$ cat src/rtl/csr_ro_counters_if.sv
// Read-only CSR lookup bus between the CSR read/write file (master) and
// the counter/ID responder (slave). Address out, data and hit back, no handshake.
interface csr_ro_counters_if;
  logic [11:0] csr_ro_addr;
  logic [31:0] csr_ro_data;
  logic        csr_ro_hit;

  modport master (
    output csr_ro_addr,
    input  csr_ro_data,
    input  csr_ro_hit
  );

  modport slave (
    input  csr_ro_addr,
    output csr_ro_data,
    output csr_ro_hit
  );
endinterface

$ cat src/rtl/csr_ro_counters.sv
// csr_ro_counters: 64-bit user counters (cycle, instret, optional time) and
// constant machine ID CSRs. Reads are a combinational mux of registered state.
// Optional feature macro: CSR_RO_TIME_EN builds the time prescaler and time_q
// and maps 0xC01/0xC81; without it those addresses miss and cnt_inhibit[1] is ignored.
module csr_ro_counters #(
  parameter logic [31:0] HART_ID   = 32'h0,
  parameter logic [31:0] VENDOR_ID = 32'h0,
  parameter logic [31:0] ARCH_ID   = 32'h0,
  parameter logic [31:0] IMP_ID    = 32'h0,
  parameter int unsigned TIME_DIV  = 1
) (
  input  logic                     clock,
  input  logic                     reset,
  csr_ro_counters_if.slave         bus,
  input  logic                     instr_retire,
  input  logic [2:0]               cnt_inhibit
);

  localparam logic [11:0] A_CYCLE    = 12'hC00;
  localparam logic [11:0] A_CYCLEH   = 12'hC80;
  localparam logic [11:0] A_TIME     = 12'hC01;
  localparam logic [11:0] A_TIMEH    = 12'hC81;
  localparam logic [11:0] A_INSTRET  = 12'hC02;
  localparam logic [11:0] A_INSTRETH = 12'hC82;
  localparam logic [11:0] A_VENDOR   = 12'hF11;
  localparam logic [11:0] A_ARCH     = 12'hF12;
  localparam logic [11:0] A_IMP      = 12'hF13;
  localparam logic [11:0] A_HART     = 12'hF14;

  logic [63:0] r_cycle;
  logic [63:0] r_instret;
  logic [31:0] w_data;
  logic        w_hit;

  // cycle counter: counts every edge unless frozen by cnt_inhibit[0]
  always_ff @(posedge clock or posedge reset) begin
    if (reset) begin
      r_cycle <= 64'h0;
    end else if (!cnt_inhibit[0]) begin
      r_cycle <= r_cycle + 64'd1;
    end
  end

  // instret counter: counts retired instructions unless frozen by cnt_inhibit[2]
  always_ff @(posedge clock or posedge reset) begin
    if (reset) begin
      r_instret <= 64'h0;
    end else if (instr_retire && !cnt_inhibit[2]) begin
      r_instret <= r_instret + 64'd1;
    end
  end

`ifdef CSR_RO_TIME_EN
  // Prescaler wraps at TIME_DIV-1; TIME_DIV=1 makes the wrap fire every edge.
  localparam logic [15:0] DIV_LAST = 16'(TIME_DIV - 1);

  logic [15:0] r_presc;
  logic [63:0] r_time;

  // time prescaler and counter, both frozen by cnt_inhibit[1]
  always_ff @(posedge clock or posedge reset) begin
    if (reset) begin
      r_presc <= 16'h0;
      r_time  <= 64'h0;
    end else if (!cnt_inhibit[1]) begin
      if (r_presc == DIV_LAST) begin
        r_presc <= 16'h0;
        r_time  <= r_time + 64'd1;
      end else begin
        r_presc <= r_presc + 16'd1;
      end
    end
  end
`else
  // No time counter is built, so the time inhibit bit has no consumer.
  logic w_unused_inh;
  assign w_unused_inh = cnt_inhibit[1];
`endif

  // read mux: zero-latency decode of the current register outputs
  always_comb begin
    w_data = 32'h0;
    w_hit  = 1'b0;
    case (bus.csr_ro_addr)
      A_CYCLE:    begin w_data = r_cycle[31:0];    w_hit = 1'b1; end
      A_CYCLEH:   begin w_data = r_cycle[63:32];   w_hit = 1'b1; end
      A_INSTRET:  begin w_data = r_instret[31:0];  w_hit = 1'b1; end
      A_INSTRETH: begin w_data = r_instret[63:32]; w_hit = 1'b1; end
`ifdef CSR_RO_TIME_EN
      A_TIME:     begin w_data = r_time[31:0];     w_hit = 1'b1; end
      A_TIMEH:    begin w_data = r_time[63:32];    w_hit = 1'b1; end
`endif
      A_VENDOR:   begin w_data = VENDOR_ID;        w_hit = 1'b1; end
      A_ARCH:     begin w_data = ARCH_ID;          w_hit = 1'b1; end
      A_IMP:      begin w_data = IMP_ID;           w_hit = 1'b1; end
      A_HART:     begin w_data = HART_ID;          w_hit = 1'b1; end
      default:    begin w_data = 32'h0;            w_hit = 1'b0; end
    endcase
  end

  assign bus.csr_ro_data = w_data;
  assign bus.csr_ro_hit  = w_hit;

endmodule

$ cat src/flat_wrapper.sv
// flat-port wrapper written by rule: the top's interface ports become plain ports
module csr_ro_counters_flat 
#(
  parameter logic [31:0] HART_ID   = 32'h0,
  parameter logic [31:0] VENDOR_ID = 32'h0,
  parameter logic [31:0] ARCH_ID   = 32'h0,
  parameter logic [31:0] IMP_ID    = 32'h0,
  parameter int unsigned TIME_DIV  = 1
)
  (clock, reset, instr_retire, cnt_inhibit, bus_csr_ro_addr, bus_csr_ro_data, bus_csr_ro_hit);
  csr_ro_counters_if bus_i ();
  input  logic clock;
  input  logic reset;
  input  logic instr_retire;
  input  logic [2:0] cnt_inhibit;
  input wire logic [$bits(bus_i.csr_ro_addr)-1:0] bus_csr_ro_addr;
  output wire logic [$bits(bus_i.csr_ro_data)-1:0] bus_csr_ro_data;
  output wire logic [$bits(bus_i.csr_ro_hit)-1:0] bus_csr_ro_hit;
  assign bus_i.csr_ro_addr = bus_csr_ro_addr;
  assign bus_csr_ro_data = bus_i.csr_ro_data;
  assign bus_csr_ro_hit = bus_i.csr_ro_hit;
  csr_ro_counters #(.HART_ID(HART_ID), .VENDOR_ID(VENDOR_ID), .ARCH_ID(ARCH_ID), .IMP_ID(IMP_ID), .TIME_DIV(TIME_DIV)) u_core (.clock(clock), .reset(reset), .bus(bus_i), .instr_retire(instr_retire), .cnt_inhibit(cnt_inhibit));
endmodule
$ cat config.mk
export PLATFORM = sky130hd
export DESIGN_NAME = csr_ro_counters_flat
export DESIGN_NICKNAME = d
export VERILOG_FILES = /design/src/rtl/csr_ro_counters_if.sv /design/src/rtl/csr_ro_counters.sv /design/src/flat_wrapper.sv
export SDC_FILE = /design/constraint.sdc
export NUM_CORES = 1
export LEC_CHECK = 0
export CORE_UTILIZATION = 55
export CTS_CLUSTER_SIZE = 24
export DETAILED_ROUTE_END_ITERATION = 7
export PLACE_DENSITY = 0.76
export SYNTH_ARGS = -nofsm -noshare
export SYNTH_HDL_FRONTEND = slang
export SYNTH_SLANG_ARGS = --single-unit
$ cat constraint.sdc
create_clock -name clock -period 4.9 [get_ports clock]
set_input_delay 0.735 -clock clock [delete_from_list [all_inputs] [get_ports clock]]
set_output_delay 0.735 -clock clock [all_outputs]
set_load 0.02 [all_outputs]
==> results.ini, run 1 <==
[power_and_ir_drop]
seqPwrFrac=0.438
p_sw_frac=0.239
combinationalPowerShare=0.078
power.leakage_nw=3.63
clock_power_share=0.484
p_int_mw=2.07
p_total_mw=2.72
p_per_area_nw_per_um2=332
switchingPower_uw=650
ir_worst_vdd_mv=0.232

[layout]
final_cell_mix=128 x dfrtp_1, 74 x xnor2_1, 53 x xor2_1
seq_area_um2=3200
nets=688
drive_gt1_frac=0.138
syn2layout_area_growth_pct=18.4
final_common_cell=dfrtp_1
fillers=883
final_area_um2=8210
fin_cells=849
diodes=0
multi_input_area_um2=3590

[worst_setup_path]
reg2reg_depth=5
r2r_slack_ns=2.28
worstSetupPathType=in2out
end_kind=output port
cpMostUsedCell=clkdlybuf4s50_1
cp_slowest_stage_delay_ns=0.62
path_cells=clkdlybuf4s50_1, buf_4, mux4_1, nor2b_1, clkdlybuf4s50_1
cp.arrival_ns=2.91
crit_fanout=33
slowest_stage=mux4_1
required_ns=4.16
r2r-end=u_core.r_instret[60]
start_kind=primary input
r2r-start=u_core.r_instret[5]

[floorplan]
coreArea_um2=12200
die_h_um=114
die-area_um2=13100
ios=51
initial_core_util=0.570
fp-row-count=40
dieWidth_um=114

[sta]
period_share=0.744
hold_slack_ns=0.464
tightestPinTransition_ns=0.970
skew_ns=0.00795
finalMaxSlewViolations=0
hold_viol_final=0
finalSetupViolCount=0
fmax_ghz=0.274
rsz0062_at_grt=no
final.min_clock_period_ns=3.65
maxSlewHeadroom=0.348
fin_tns_setup_ns=0

[min_path]
hold_path.startpoint=u_core.r_cycle[63]
whs_path_depth=1
hold_class=reg2reg
min_to=u_core.r_cycle[63]

[placement]
routabilityCongestion=0.864
place_inst=817
port_buffers=49
placed_cell_area_um2=7590
dpl.hpwl_um=11300

[synth]
synth_ff_type=dfrtp_1
synth_nets=633
yosysTopAreaCellShare=0.462
ys_warn_count=0
ys_seq_area_frac=0.462
synth_largest_area_cell=dfrtp_1
syn-mean-instance-area_um2=11.3
synth-edff-count=0
synthDistinctLibCells=39
synthTopCellsByArea=dfrtp_1 46%, mux4_2 10%, xnor2_1 9.3%
postSynthCellCount=613
synthArstFlopShare=1.00
syn-cell-area_um2=6930
synth-seq-cells=128

[drt]
route.detailed.drc=0
vias=5082
ant_nets=0
drt_pass1_iterations=5
drt_iter0_drc=348
wirelength_um=16700
wl_per_cell_um=19.7
vias_per_cell=5.99

[grt]
grt_max_degree=78
globalRouteOverflowTotal=0
grt_use_total=0.285
antenna_found_initial=0
grt_pass1_vias=5283
grt_pass1_wl_um=27700

[cts]
cts_resized=0
clock_sinks=128
cts_setup_buffers=0
cts.htree.levels=4
cts-root-buf=clkbuf_16
clk_latency_ns=0.42
cts_buffers=17
cts_hold_buf=0
cts.clk_slew.worst_paths_ns=0.05
cts_tree=built
clk_path_buf_depth=2

[flow_run]
cap_violations=0

[outcome]
status=completed

-- Yosys cell counts (3+ instances only) --
library cell  instances
nor2b_1              33
buf_1                 4
xnor2_1              74
dfrtp_1             128
nor2_1               43
mux4_2               31
and4_1                4
nand4_1              32
xor2_1               53
inv_1                16
nand2_1              44
nor4_4                6
nor4_1                3
nor4_2                4
nor3_1               28
buf_2                 4
nand4b_1              3
clkbuf_1              9
and3_1               19
nand3_1              49
-- cell families after synthesis --
group	after synthesis	share of synthesized area
AOI/OAI and AO/OA	1	0.000721
xor gates and xnor gates	127	0.160
adders and majority gates	2	0.00361
buffers and inverters	34	0.0197
DFF	128	0.462
muxes	34	0.108
and+or+nand+nor	287	0.246
-- per-stage QoR --
step	utilization	setup WS (ns)
6_report	0.675	1.25
3_5_place_dp	0.624	1.25
2_1_floorplan	-	0.752
5_1_grt	0.675	1.16
3_3_place_gp	0.624	1.24
4_1_cts	0.675	1.24
-- worst max path at each step --
stage,slack [ns],start,end
3_3_place_gp,1.24,bus_csr_ro_addr[7],bus_csr_ro_data[2]
2_1_floorplan,0.75,reset,u_core.r_cycle[0]
5_1_grt,1.16,bus_csr_ro_addr[10],bus_csr_ro_data[27]
6_report,1.25,bus_csr_ro_addr[7],bus_csr_ro_data[2]
4_1_cts,1.24,bus_csr_ro_addr[7],bus_csr_ro_data[2]
3_5_place_dp,1.25,bus_csr_ro_addr[7],bus_csr_ro_data[2]
-- per-layer routing --
| metal | global-route usage | vias up | part of all wire |
|---|---|---|---|
| met2 | 0.466 | 143 | 0.50 |
| met5 | 0 | - | 0 |
| met1 | 0.369 | 2623 | 0.43 |
| met3 | 0.0598 | 38 | 0.040 |
| li1 | - | 2278 | - |
| met4 | 0.124 | 0 | 0.025 |
-- critical path, delay by kind of cell --
kind                   cells  cell delay (ns)
buffers and inverters      3             1.40
and+or+nand+nor            1             0.15
muxes                      1             0.62
-- cell type report --
type                            instances  share of cell area
Inverter                               16             0.00762
Tap cell                              168              0.0256
Timing Repair Buffer                   54              0.0637
Sequential cell                       128               0.390
Clock buffer                           22              0.0590
Clock inverter                         10              0.0162
Multi-Input combinational cell        451               0.438
-- state kept, by name, indices dropped and copies added (netlist names) --
register,cells
u_core.r_instret,64
u_core.r_cycle,64
-- power by group through the flow --
stage	clock (mW)	sequential [mW]	combinational [mW]
detailed placement	0	1.21	0.213
global route	1.37	1.20	0.235
global placement	0	1.20	0.202
CTS	1.32	1.19	0.218
finish	1.32	1.19	0.213
floorplan	0	1.18	0.169
Note: power is estimated with default switching activity, not from simulation.
==> run 2: changes to the inputs <==
- clock period: 4.9 -> 3.5 ns (I/O delays scaled with it)
==> results.ini, run 2 (synthesized netlist as in run 1, its figures left out) <==
[floorplan]
dieWidth_um=114
die_h_um=114
coreArea_um2=12200
initial_core_util=0.570
die-area_um2=13100
fp-row-count=40
ios=51

[sta]
hold_viol_final=0
finalMaxSlewViolations=0
period_share=0.906
skew_ns=0.00882
rsz0062_at_grt=no
fmax_ghz=0.315
finalSetupViolCount=0
fin_tns_setup_ns=0
maxSlewHeadroom=0.308
final.min_clock_period_ns=3.17
tightestPinTransition_ns=1.04

[layout]
drive_gt1_frac=0.146
final_cell_mix=128 x dfrtp_1, 74 x xnor2_1, 53 x xor2_1
fillers=903
final_common_cell=dfrtp_1
nets=693
syn2layout_area_growth_pct=19.8
diodes=0
fin_cells=854
top_regs=u_core.r_cycle: 64 flops, u_core.r_instret: 64 flops

[worst_setup_path]
slowest_stage=clkdlybuf4s50_1
r2r-start=u_core.r_cycle[14]
path_cells=clkdlybuf4s50_1, buf_4, mux4_2, nor2b_1, clkdlybuf4s50_1
startpoint=bus_csr_ro_addr[7]
start_kind=primary input
r2r_slack_ns=0.99
worstSetupPathType=in2out
end_kind=output port
required_ns=2.97
crit_fanout=16
cpMostUsedCell=clkdlybuf4s50_1
cp_slowest_stage_delay_ns=0.72
cp.arrival_ns=2.65

[cts]
cts_setup_buffers=0
cts_hold_buf=0
clock_sinks=128
cts_tree=built
clk_latency_ns=0.42
cts_resized=0
cts.clk_slew.worst_paths_ns=0.06
cts.htree.levels=4
cts_buffers=17
clk_path_buf_depth=2
cts-root-buf=clkbuf_16

[grt]
grt_use_total=0.276
globalRouteOverflowTotal=0
grt_pass1_vias=5148
grt_max_degree=47
antenna_found_initial=0
grt_pass1_wl_um=26700

[min_path]
hold_path.startpoint=u_core.r_instret[63]
hold_class=reg2reg

[drt]
route.detailed.drc=0
wl_per_cell_um=19.0
vias_per_cell=5.79
vias=4948
wirelength_um=16300
ant_nets=0
drt_iter0_drc=335
drt_pass1_iterations=5

[placement]
port_buffers=49
routabilityCongestion=0.848
dpl.hpwl_um=11500
place_inst=822

[outcome]
status=completed

[power_and_ir_drop]
p_per_area_nw_per_um2=465
ir_worst_vdd_mv=0.436
power.leakage_nw=3.67

[flow_run]
cap_violations=0

==> run 2: path summary, 6_finish.rpt <==
path | end | cells after the start
min in group asynchronous | u_core.r_instret[57] | 2
worst max-delay path | bus_csr_ro_data[17] | 5
worst min register to register | u_core.r_instret[63] | 1
max in group asynchronous | u_core.r_cycle[42] | 3
worst min-delay path | u_core.r_instret[63] | 1
worst max register to register | u_core.r_cycle[55] | 5
==> run 2: worst max-delay path, delay by kind of cell <==
kind | cells | cell delay [ns]
buf+inv | 3 | 1.60
mux | 1 | 0.35
simple gates | 1 | 0.15
==> run 2: layer usage <==
metal	up-vias	routed length (um)	track usage	part of all wire
li1	2290	-	-	-
met5	-	0	0	0
met1	2518	6870	0.353	0.42
met3	17	866	0.0641	0.053
met4	0	306	0.0978	0.019
met2	123	8220	0.462	0.51
==> run 2: final cells by class <==
| cell class | instances | area (um^2) | share of cell area |
|---|---|---|---|
| Sequential cell | 128 | 3200 | 0.386 |
| Multi-Input combinational cell | 451 | 3590 | 0.433 |
| Inverter | 16 | 63.8 | 0.00768 |
| Clock buffer | 19 | 453 | 0.0545 |
| Tap cell | 168 | 210 | 0.0253 |
| Timing Repair Buffer | 59 | 598 | 0.0720 |
| Clock inverter | 13 | 185 | 0.0223 |
==> run 2: power breakdown <==
part           total (mW)  internal (mW)  switching, mW
Combinational       0.300          0.165          0.134
Clock                1.90           1.23          0.667
Sequential           1.67           1.55          0.120
Total                3.87           2.94          0.921
==> run 2: metrics by stage <==
step                      total power, mW  setup slack [ns]  instance area, um^2  hold WS [ns]   util
after floorplan                      1.89             0.860                 6940         0.436      -
after global placement               1.97             0.343                 7670         0.450  0.631
after detailed placement             2.00             0.292                 7670         0.457  0.631
after CTS                            3.89             0.296                 8310         0.467  0.683
after global routing                 3.99             0.219                 8310         0.479  0.683
final                                3.87             0.330                 8310         0.462  0.683
==> run 3: changes to the inputs <==
- SLEW_MARGIN: default -> 20
- clock period: 3.5 -> 3.75 ns (I/O delays scaled with it)
==> results.ini, run 3 (synthesized netlist as in run 1, its figures left out) <==
[outcome]
status=completed

[grt]
grt_use_total=0.283
globalRouteOverflowTotal=0
use_met2=0.463
met1_usage=0.371
grt_pass1_vias=5261
grt_pass1_wl_um=27500
grt_max_degree=59
use_met3=0.0656
busiest_layer=met2
antenna_found_initial=0

[sta]
maxSlewHeadroom=0.348
tightestPinTransition_ns=0.970
skew_ns=0.00541
final.min_clock_period_ns=3.22
finalSetupViolCount=0
fmax_ghz=0.311
period_share=0.859
fin_tns_setup_ns=0
finalMaxSlewViolations=0
hold_viol_final=0
rsz0062_at_grt=no

[cts]
clock_sinks=128
cts.clk_slew.worst_paths_ns=0.05
cts-root-buf=clkbuf_16
clk_latency_ns=0.42
clk_path_buf_depth=2
cts_tree=built
cts_buffers=17
cts_hold_buf=0
cts_resized=0
cts.htree.levels=4
cts_setup_buffers=0

[drt]
drt_iter0_drc=346
wirelength_um=16500
wl_per_cell_um=19.3
vias_per_cell=5.88
drt_pass1_iterations=5
vias=5034
ant_nets=0
route.detailed.drc=0

[layout]
final_area_um2=8330
final_cell_mix=128 x dfrtp_1, 74 x xnor2_1, 53 x xor2_1
drive_gt1_frac=0.148
fin_cells=856
final_common_cell=dfrtp_1
top_regs=u_core.r_cycle: 64 flops, u_core.r_instret: 64 flops
diodes=0
nets=695
syn2layout_area_growth_pct=20.2

[floorplan]
coreArea_um2=12200
die_h_um=114
fp-row-count=40
die-area_um2=13100
dieWidth_um=114
ios=51
initial_core_util=0.570

[placement]
routabilityCongestion=0.868
port_buffers=49
placed_cell_area_um2=7680
place_inst=824
dpl.hpwl_um=11800

[worst_setup_path]
end_kind=output port
required_ns=3.19
worstSetupPathType=in2out
cp.arrival_ns=2.66
start_kind=primary input
crit_fanout=17

[power_and_ir_drop]
ir_worst_vdd_mv=0.360
p_per_area_nw_per_um2=436
power.leakage_nw=3.70
p_total_mw=3.63

[min_path]
hold_class=reg2reg

[flow_run]
cap_violations=0

## run 3: cell count changes in the layout (fill, tap and decap cells not counted), sizes merged
cell      previous run  this run
buf                 11        13
clkinvlp             6         3
clkbuf              19        22
clkinv               3         4
inv                 16        15
## run 3: report_power, final
part | leakage (nW) | switching, mW | internal, mW
logic | 1.66 | 0.125 | 0.156
registers | 1.72 | 0.109 | 1.45
clock network | 0.318 | 0.599 | 1.19
## run 3: path summary, 6_finish.rpt
| check | startpoint | end | slack, ns | cells past startpoint |
|---|---|---|---|---|
| max | bus_csr_ro_addr[7] | bus_csr_ro_data[4] | 0.53 | 5 |
| max in group asynchronous | reset | u_core.r_instret[49] | 2.47 | 3 |
| min | u_core.r_cycle[63] | u_core.r_cycle[63] | 0.47 | 1 |
| min reg2reg | u_core.r_cycle[63] | u_core.r_cycle[63] | 0.47 | 1 |
| max reg2reg | u_core.r_instret[5] | u_core.r_instret[60] | 1.10 | 5 |
| min in group asynchronous | reset | u_core.r_instret[57] | 0.58 | 2 |
## run 3: metrics by stage
step | hold slack (ns) | setup WS (ns) | util
finish | 0.468 | 0.530 | 0.685
global route | 0.503 | 0.442 | 0.685
CTS | 0.473 | 0.506 | 0.685
detailed placement | 0.462 | 0.515 | 0.632
global placement | 0.451 | 0.495 | 0.632
floorplan | 0.436 | 1.04 | -
## run 3: area by class of cell
type | instances | area [um^2]
Fill cell | 922 | 3830
Timing Repair Buffer | 61 | 613
Clock inverter | 10 | 155
Multi-Input combinational cell | 451 | 3590
Tap cell | 168 | 210
Sequential cell | 128 | 3200
Inverter | 16 | 63.8
Clock buffer | 22 | 494
## run 3: routing by layer
metal	wire [um]	vias up
met2	8390	145
li1	-	2304
met5	0	-
met1	7000	2555
met4	346	0
met3	768	30
## run 3: critical path: stages
cell and delay, ns:
clkdlybuf4s50_1 0.70, buf_12 0.22, mux4_2 0.50, nor2b_1 0.14
clkdlybuf4s50_1 0.54
